[src/rtl/mem_bus_arbiter.sv]
// rtl/mem_bus_arbiter.sv - round-robin arbiter sharing one slave bus between instruction and data masters
module mem_bus_arbiter #(
    parameter logic [31:0] IRAM_BASE  = 32'h0000_0000,
    parameter logic [31:0] IRAM_TOP   = 32'h0004_0000,
    parameter logic [31:0] DRAM_BASE  = 32'h0004_0000,
    parameter logic [31:0] DRAM_TOP   = 32'h0008_0000,
    parameter logic [31:0] TIMER_BASE = 32'h0020_0000,
    parameter logic [31:0] TIMER_TOP  = 32'h0020_0010,
    parameter logic [31:0] UART_BASE  = 32'h0010_0000,
    parameter logic [31:0] UART_TOP   = 32'h0010_0004,
    parameter int          TIMEOUT    = 1024
) (
    input  logic         clk,
    input  logic         rst,
    input  logic         imemory_valid,
    input  logic         imemory_instr,
    input  logic [31:0]  imemory_addr,
    input  logic [31:0]  imemory_wdata,
    input  logic [3:0]   imemory_wstrb,
    output logic [31:0]  imemory_rdata,
    output logic         imemory_ready,
    output logic         imemory_error,
    input  logic         dmemory_valid,
    input  logic         dmemory_instr,
    input  logic [31:0]  dmemory_addr,
    input  logic [31:0]  dmemory_wdata,
    input  logic [3:0]   dmemory_wstrb,
    output logic [31:0]  dmemory_rdata,
    output logic         dmemory_ready,
    output logic         dmemory_error,
    output logic [3:0]   slv_valid,
    output logic         slv_instr,
    output logic [31:0]  slv_addr,
    output logic [31:0]  slv_wdata,
    output logic [3:0]   slv_wstrb,
    input  logic [127:0] slv_rdata,
    input  logic [3:0]   slv_ready
);

    localparam int CW = ($clog2(TIMEOUT) > 0) ? $clog2(TIMEOUT) : 1;
    localparam logic [CW-1:0] CNT_LAST = CW'(TIMEOUT - 1);

    typedef enum logic [1:0] {S_IDLE, S_ISSUE, S_WAIT, S_RESP} state_t;

    state_t state, state_nxt;

    // Per-master pending request and its latched fields
    logic        pend_i, pend_d;
    logic        i_instr_q, d_instr_q;
    logic [31:0] i_addr_q, d_addr_q, i_wdata_q, d_wdata_q;
    logic [3:0]  i_wstrb_q, d_wstrb_q;

    logic        owner;          // 0 = instruction port, 1 = data port
    logic        last_grant;
    logic [1:0]  slave_q;
    logic [CW-1:0] cnt;
    logic [31:0] resp_data;
    logic        resp_err;

    logic        req_i, req_d, any_req, grant_d;
    logic        sel_instr;
    logic [31:0] sel_addr, sel_wdata;
    logic [3:0]  sel_wstrb;
    logic        dec_hit;
    logic [1:0]  dec_slv;
    logic [31:0] dec_off;
    logic        ready_own;
    logic [31:0] lane_data;

    // Effective request: live pulse when nothing is pending, latched copy otherwise
    always_comb begin
        req_i   = pend_i | imemory_valid;
        req_d   = pend_d | dmemory_valid;
        any_req = req_i | req_d;
        grant_d = req_d & (~req_i | ~last_grant);
        if (grant_d) begin
            sel_instr = pend_d ? d_instr_q : dmemory_instr;
            sel_addr  = pend_d ? d_addr_q  : dmemory_addr;
            sel_wdata = pend_d ? d_wdata_q : dmemory_wdata;
            sel_wstrb = pend_d ? d_wstrb_q : dmemory_wstrb;
        end else begin
            sel_instr = pend_i ? i_instr_q : imemory_instr;
            sel_addr  = pend_i ? i_addr_q  : imemory_addr;
            sel_wdata = pend_i ? i_wdata_q : imemory_wdata;
            sel_wstrb = pend_i ? i_wstrb_q : imemory_wstrb;
        end
    end

    // Offset-below-span test covers base <= addr < top in one unsigned compare
    always_comb begin
        dec_hit = 1'b0;
        dec_slv = 2'd0;
        dec_off = 32'd0;
        if ((sel_addr - IRAM_BASE) < (IRAM_TOP - IRAM_BASE)) begin
            dec_hit = 1'b1;
            dec_slv = 2'd0;
            dec_off = sel_addr - IRAM_BASE;
        end else if ((sel_addr - DRAM_BASE) < (DRAM_TOP - DRAM_BASE)) begin
            dec_hit = 1'b1;
            dec_slv = 2'd1;
            dec_off = sel_addr - DRAM_BASE;
        end else if ((sel_addr - TIMER_BASE) < (TIMER_TOP - TIMER_BASE)) begin
            dec_hit = 1'b1;
            dec_slv = 2'd2;
            dec_off = sel_addr - TIMER_BASE;
        end else if ((sel_addr - UART_BASE) < (UART_TOP - UART_BASE)) begin
            dec_hit = 1'b1;
            dec_slv = 2'd3;
            dec_off = sel_addr - UART_BASE;
        end
    end

    assign ready_own = slv_ready[slave_q];
    assign lane_data = slv_rdata[{slave_q, 5'b0} +: 32];

    always_ff @(posedge clk) begin
        if (rst) begin
            state <= S_IDLE;
        end else begin
            state <= state_nxt;
        end
    end

    always_comb begin
        state_nxt = state;
        case (state)
            S_IDLE:  if (any_req) state_nxt = dec_hit ? S_ISSUE : S_RESP;
            S_ISSUE: state_nxt = ready_own ? S_RESP : S_WAIT;
            S_WAIT:  if (ready_own || cnt == CNT_LAST) state_nxt = S_RESP;
            S_RESP:  state_nxt = S_IDLE;
            default: state_nxt = S_IDLE;
        endcase
    end

    always_ff @(posedge clk) begin
        if (rst) begin
            pend_i     <= 1'b0;
            pend_d     <= 1'b0;
            i_instr_q  <= 1'b0;
            i_addr_q   <= 32'd0;
            i_wdata_q  <= 32'd0;
            i_wstrb_q  <= 4'd0;
            d_instr_q  <= 1'b0;
            d_addr_q   <= 32'd0;
            d_wdata_q  <= 32'd0;
            d_wstrb_q  <= 4'd0;
            owner      <= 1'b0;
            last_grant <= 1'b0;
            slave_q    <= 2'd0;
            cnt        <= '0;
            resp_data  <= 32'd0;
            resp_err   <= 1'b0;
            slv_instr  <= 1'b0;
            slv_addr   <= 32'd0;
            slv_wdata  <= 32'd0;
            slv_wstrb  <= 4'd0;
        end else begin
            // The owner may queue its next request in its own response cycle
            if (state == S_RESP && !owner) begin
                pend_i <= imemory_valid;
            end else if (imemory_valid && !pend_i) begin
                pend_i <= 1'b1;
            end
            if ((state == S_RESP && !owner) || !pend_i) begin
                if (imemory_valid) begin
                    i_instr_q <= imemory_instr;
                    i_addr_q  <= imemory_addr;
                    i_wdata_q <= imemory_wdata;
                    i_wstrb_q <= imemory_wstrb;
                end
            end
            if (state == S_RESP && owner) begin
                pend_d <= dmemory_valid;
            end else if (dmemory_valid && !pend_d) begin
                pend_d <= 1'b1;
            end
            if ((state == S_RESP && owner) || !pend_d) begin
                if (dmemory_valid) begin
                    d_instr_q <= dmemory_instr;
                    d_addr_q  <= dmemory_addr;
                    d_wdata_q <= dmemory_wdata;
                    d_wstrb_q <= dmemory_wstrb;
                end
            end

            case (state)
                S_IDLE: begin
                    if (any_req) begin
                        owner <= grant_d;
                        if (dec_hit) begin
                            slave_q   <= dec_slv;
                            slv_instr <= sel_instr;
                            slv_addr  <= dec_off;
                            slv_wdata <= sel_wdata;
                            slv_wstrb <= sel_wstrb;
                        end else begin
                            resp_data <= 32'd0;
                            resp_err  <= 1'b1;
                        end
                    end
                end
                S_ISSUE: begin
                    cnt <= '0;
                    if (ready_own) begin
                        resp_data <= lane_data;
                        resp_err  <= 1'b0;
                    end
                end
                S_WAIT: begin
                    cnt <= cnt + 1'b1;
                    if (ready_own) begin
                        resp_data <= lane_data;
                        resp_err  <= 1'b0;
                    end else if (cnt == CNT_LAST) begin
                        resp_data <= 32'd0;
                        resp_err  <= 1'b1;
                    end
                end
                S_RESP: begin
                    last_grant <= owner;
                end
                default: ;
            endcase
        end
    end

    always_comb begin
        slv_valid     = 4'd0;
        imemory_ready = 1'b0;
        imemory_rdata = 32'd0;
        imemory_error = 1'b0;
        dmemory_ready = 1'b0;
        dmemory_rdata = 32'd0;
        dmemory_error = 1'b0;
        if (state == S_ISSUE) begin
            slv_valid = 4'b0001 << slave_q;
        end
        if (state == S_RESP) begin
            if (owner) begin
                dmemory_ready = 1'b1;
                dmemory_rdata = resp_data;
                dmemory_error = resp_err;
            end else begin
                imemory_ready = 1'b1;
                imemory_rdata = resp_data;
                imemory_error = resp_err;
            end
        end
    end

endmodule
[config.mk]
export PLATFORM = sky130hd
export DESIGN_NAME = mem_bus_arbiter
export DESIGN_NICKNAME = d
export VERILOG_FILES = /design/src/rtl/mem_bus_arbiter.sv
export SDC_FILE = /design/constraint.sdc
export NUM_CORES = 1
export LEC_CHECK = 0
export CORE_UTILIZATION = 44
export CTS_BUF_LIST = sky130_fd_sc_hd__clkbuf_16
export CTS_CLUSTER_DIAMETER = 120
export CTS_CLUSTER_SIZE = 8
export DETAILED_ROUTE_END_ITERATION = 16
export PLACE_DENSITY_LB_ADDON = 0.3
export SLEW_MARGIN = 20
export SYNTH_ARGS = -nofsm -noshare
export SYNTH_HDL_FRONTEND = slang
export SYNTH_SLANG_ARGS = --single-unit
[constraint.sdc]
create_clock -name clk -period 4.05 [get_ports clk]
set_input_delay 0.405 -clock clk [delete_from_list [all_inputs] [get_ports clk]]
set_output_delay 0.405 -clock clk [all_outputs]
set_load 0.01 [all_outputs]
Word level (Yosys, flattened, before mapping):

Index checks and enable logic that the tools add are counted.

* shifts and indexed selects: 2
* reduce and logical (&&, ||, !) cells: 21
* bitwise operators: 7
* equality and inequality tests: 9
* muxes and demuxes: 61
* $add $sub $neg: 4
* order comparisons: 5

Operators by type and width (number)
* $mux W32: 19
* $shiftx A128 B8 Y32: 1
* $pmux W32 S3: 1
* $lt A32 B19 Y1 const B: 2
* $lt A32 B3 Y1 const B: 1
* $lt A32 B5 Y1 const B: 1
* $sub A32 B19 Y32 const B: 1
* $sub A32 B21 Y32 const B: 1
* $sub A32 B22 Y32 const B: 1
* $mux W1: 26
* $pmux W10 S2: 1
* $mux W4: 4
* $mux W2: 7
* $add A10 B1 Y10 const B: 1
* $eq A10 B10 Y1 const B: 1
* $ne A2 B2 Y1 const B: 4
* $pmux W2 S4: 1
* $reduce_and A2 Y1: 4
* $reduce_bool A2 Y1: 3
* $reduce_and A5 Y1: 1
* $eq A2 B2 Y1 const B: 2
* $logic_and A1 B1 Y1: 4
* $or A1 B1 Y1: 4
* $shl A1 B2 Y4 const A: 1
* other kinds (12): 17

* output and inout port bits: 141
* register bits: 258
* bits of input ports: 274
* word-level logic and storage cells: 130

Logic depth before layout (Yosys ltp):

* depth after elaboration: 14
* mapped depth: 22

Worst setup path after synthesis:

No wires, ideal clock.

* path kind: input-to-reg
* start point: input port dmemory_valid
* end point: register resp_data[11]
* data required time: 3.934 ns
* stages on the path: 18
* arrival: 3.917 ns
* setup time: 0.116 ns
* setup slack: 0.016 ns
* path buffers: 4
* path through: or2_1 buf_2 nand2_4 buf_4 clkbuf_1 a211oi_1 a21oi_1 inv_1 ha_1 o21ai_0 xor2_1 o22a_1 nor4_1 nand4b_2 nand3_2 clkbuf_1 a211oi_1 a31o_2

* longest elaborated chain between the ends: 11
* elaborated cells on any way between the ends: 18

Ends and longest elaborated chain
* from (decl): line 23 `input logic dmemory_valid,`
* $or A1 B1 Y1 (*): line 73 `req_d = pend_d | dmemory_valid;`
* $and A1 B1 Y1: line 75 `grant_d = req_d & (~req_i | ~last_grant);`
* $mux W32: line 76 `if (grant_d) begin`
* $sub A32 B21 Y32: line 106 `end else if ((sel_addr - UART_BASE) < (UART_TOP - UART_BASE)) begin`
* $lt A32 B3 Y1: line 106
* $mux W1: line 106
* $mux W1: line 102 `end else if ((sel_addr - TIMER_BASE) < (TIMER_TOP - TIMER_BASE)) begin`
* $mux W1: line 98 `end else if ((sel_addr - DRAM_BASE) < (DRAM_TOP - DRAM_BASE)) begin`
* $mux W1: line 94 `if ((sel_addr - IRAM_BASE) < (IRAM_TOP - IRAM_BASE)) begin`
* $ne A2 B2 Y1 (no line)
* $reduce_and A5 Y1 (no line) (*)
* to (signal assigned): line 205 `resp_data <= lane_data;`
* to (signal assigned): line 212 `resp_data <= lane_data;`
* to (decl): line 57 `logic [31:0] resp_data;`

Every way passes the cells marked *; elsewhere a longest branch is shown, timed or not.
A chain may end at the register's enable or synchronous reset.

Worst setup path after layout:

* start point: register pend_d
* end point: register resp_data[1]

* longest elaborated chain between the ends: 11
* elaborated cells on any way between the ends: 19

Ends and longest elaborated chain
* from (decl): line 48 `logic pend_i, pend_d;`
* from (signal assigned): line 173 `pend_d <= dmemory_valid;`
* $or A1 B1 Y1: line 73
* $and A1 B1 Y1: line 75
* $mux W32: line 76
* $sub A32 B21 Y32: line 106
* $lt A32 B3 Y1: line 106
* $mux W1: line 106
* $mux W1: line 102
* $mux W1: line 98
* $mux W1: line 94
* $ne A2 B2 Y1 (no line)
* $reduce_and A5 Y1 (no line) (*)

Marks and branches as above.

==> run metrics <==
Final Net Count=~2400; Slew Viols, Final=0; sequential area share after synthesis=36.53%; setup_tns=0 ns; power per cell area=390.4 nW/um2; # IOs=around 420; Top cell by count, worst path=buf_4; Worst path depth=15; largest family of logic cells by synthesized area=simple AND/OR/NAND/NOR gates; initial core utilization=44.80%; DRC Markers=0; Remaining Overflow, GRT=0; Design Area, Final=between 20000 and 25000 um2; Crit path required time=about 4.5 ns; final setup vio count=0; status=finished clean; EDFF count, synth=0; Top FF cell, synth=dfxtp_1; Avg Vias per Cell=between 5 and 6; hpwl dp=around 37000 um; syn nets=2038; DRT iter0 DRCs=a little under 1000; complex-gate fraction of the synthesized area=between 10% and 20%; Slowest cell on crit path=dfxtp_4; worst-path fanout max=33; Synth Area in Adders=approximately 1.3%; maximum vdd drop=311.2 uV; mapped cell area=~14000 um2; die width=between 150 and 200 um; vias in the first global route=approximately 14000; Setup crit start kind=flip-flop; router iterations before antenna repair=5; Worst slew margin=between 30% and 40%; clk buf depth=3; mean area per synthesized cell=roughly 8.1 um2; max cap viols=0; Min-Delay Path Class=primary input to flip-flop; first-pass GRT wire length=around 79000 um; Die Area=32850 um2; I/O Buffers=a little over 400; pre-CTS setup slack=-0.1247 ns; crit path time final=between 3 and 4 ns; largest net degree at the start of global routing=80; top cells by area, synth=dfxtp_1, nand2_1, mux2i_1; Static Leak=roughly 0.0077 uW; post-synthesis mux area share=around 16%; Crit path max-delay family=compound AO/OA/AOI/OAI gates; period utilisation layout=95.60%; Area Overhead vs Synth=42.00%; Worst-Skew Late Latency=about 0.52 ns; CTS tree=yes; floorplan row count=between 60 and 70; Worst Tran Pin Value=just over 1 ns; Reg2Reg Setup Slack=0.18 ns; XOR/XNOR Fraction of Synth Area=1.177%; share of Yosys cell area claimed by the top area cell type=between 30 and 40%; DP Area=~19000 um2; CTS H-tree lvls=2; Post-synth ARST share=0%; hold_buf cts=0; die height=approximately 180 um; Final WS setup=between 0.15 and 0.2 ns; final hold violation count=0; CP cell instances=buf_4 > buf_4 > nor4b_1 > nor4_1 > buf_4 > nor4_1 > buf_4 > and2_1 > mux2_4 > o21ba_1 > a41oi_4 > nand3_2 > a21o_1 > buf_12 > a31o_2; Via Count=14535; Yosys warning count=0; CTS buffer count=38; Worst-path clk slew=around 0.050 ns; Setup CP Type=flip-flop to flip-flop; reg2reg path depth=15; Arr. time, crit path=roughly 4.3 ns; Netlist cell types=80; simple-gate portion of the synthesized area=between 20% and 30%; post-synthesis cell count=1749; DR WL/cell=approximately 20 um; layout cells sized above 1=a little over a tenth; fmax=between 200 and 300 MHz; largest stage delay on the critical path=about 0.43 ns; post-layout util=between 60% and 70%; Yosys reg bits=around 260; hold path cells=2; core area=roughly 32000 um2; Antenna Nets Post-Route=0; Clock Skews=between 0.01 and 0.015 ns; buffer and inverter count on the worst path=5; clock sinks=roughly 260; Root Buffer=clkbuf_16; Placed Instances=between 2000 and 3000; DRT Wirelength=a little over 50000 um; Final Non-Filler Cells=~2600; initial antenna violation count=4; cell taking the most area after synthesis=dfxtp_1; GRT Overall Usage=30.13%; gpl congestion=between 0.9 and 1; endpoint class of the critical path=flip-flop
Yosys cell counts (16+ instances only):
| library cell | number |
|---|---|
| dfxtp_1 | 258 |
| a21oi_1 | 211 |
| a211oi_1 | 41 |
| mux4_2 | 32 |
| nand2_1 | 492 |
| nor4_1 | 17 |
| mux2i_1 | 144 |
| buf_2 | 19 |
| a31o_2 | 22 |
| nand3_1 | 69 |
| clkbuf_1 | 92 |
| o21ai_0 | 16 |
| and3_1 | 47 |
| nor2_1 | 33 |
| buf_1 | 19 |
| and2_1 | 37 |
cell type report:
cell class / instances / area [um2]
antenna: 1 / 2.502
clock buffer: 40 / 1001
clock inverter: 4 / 46.29
fill: 2766 / 11480
inverter: 15 / 56.30
multi-input combinational: 1330 / 8322
sequential: 258 / 5175
tap: 402 / 503.0
timing repair buffer: 507 / 4969
worst register-to-register path: cells and delay by family, from the launching register on:
family                 cells  cell delay, ns
and+or+nand+nor            5            1.03
muxes                      1            0.32
buffers and inverters      5            0.94
DFF                        1            0.43
AOI/OAI and AO/OA          4            1.08
sequential cells by signal, summed over array words and instances (netlist names), 4 cells and up:
signal     flops
d_addr_q      32
slv_wdata     32
d_wstrb_q      4
d_wdata_q     32
slv_addr      32
cnt           10
i_wstrb_q      4
resp_data     32
i_wdata_q     32
i_addr_q      32
slv_wstrb      4
what timing repair did:
| action | CTS | global route |
|---|---|---|
| setup buffers | 0 | 4 |
| setup endpoints to repair | 0 | 1 |
| gates resized for setup | 0 | 10 |
power by group:
group | switching (uW) | internal (uW) | total [uW] | leakage [uW]
logic | 1230 | 895 | 2130 | 0.00503
registers | 132 | 2720 | 2850 | 0.00210
clock network | 1120 | 1740 | 2850 | 0.000519
total | 2480 | 5350 | 7840 | 0.00765
metal layers:
layer  vias to the layer above  part of all wire, %  global-route usage, %
li1                       6893                    -                      -
met1                      6940                   41                  37.67
met2                       589                   47                  50.49
met3                       107                  8.4                  7.236
met4                         6                  2.9                  10.41
met5                         -                0.078                      0
stage by stage:
stage,hold WS (ns),total power (uW)
6_report,0.2540,7836
3_3_place_gp,0.4398,4956
4_1_cts,0.2508,7856
2_1_floorplan,0.4360,4121
5_1_grt,0.2766,8175
3_5_place_dp,0.4443,4991
worst paths after layout:
kind                  end    startpoint
max          resp_data[1]        pend_d
min                pend_i           rst
min reg2reg  slv_wstrb[1]  slv_wstrb[1]
max reg2reg  resp_data[1]        pend_d
cells by family after synthesis:
| kind of cell | count (synthesis) |
|---|---|
| compound gates | 349 |
| mux | 184 |
| simple gates | 763 |
| fa+ha+maj | 15 |
| xor+xnor | 19 |
| buf+inv | 161 |
| flops | 258 |
layout by cell type, fill, tap and decap left out, drive strengths merged, types with 17 or more instances in the layout:
master and n:
inv 17, nand3 70, clkbuf 40, nand2 493
nor2 35, nor4 18, mux2i 144, clkdlybuf4s50 413
and2 37, dfxtp 258, mux4 32, a31o 33
and3 47, a21oi 211, a211oi 42, buf 94
o21ai 18
Power figures use the tool's default switching activity.
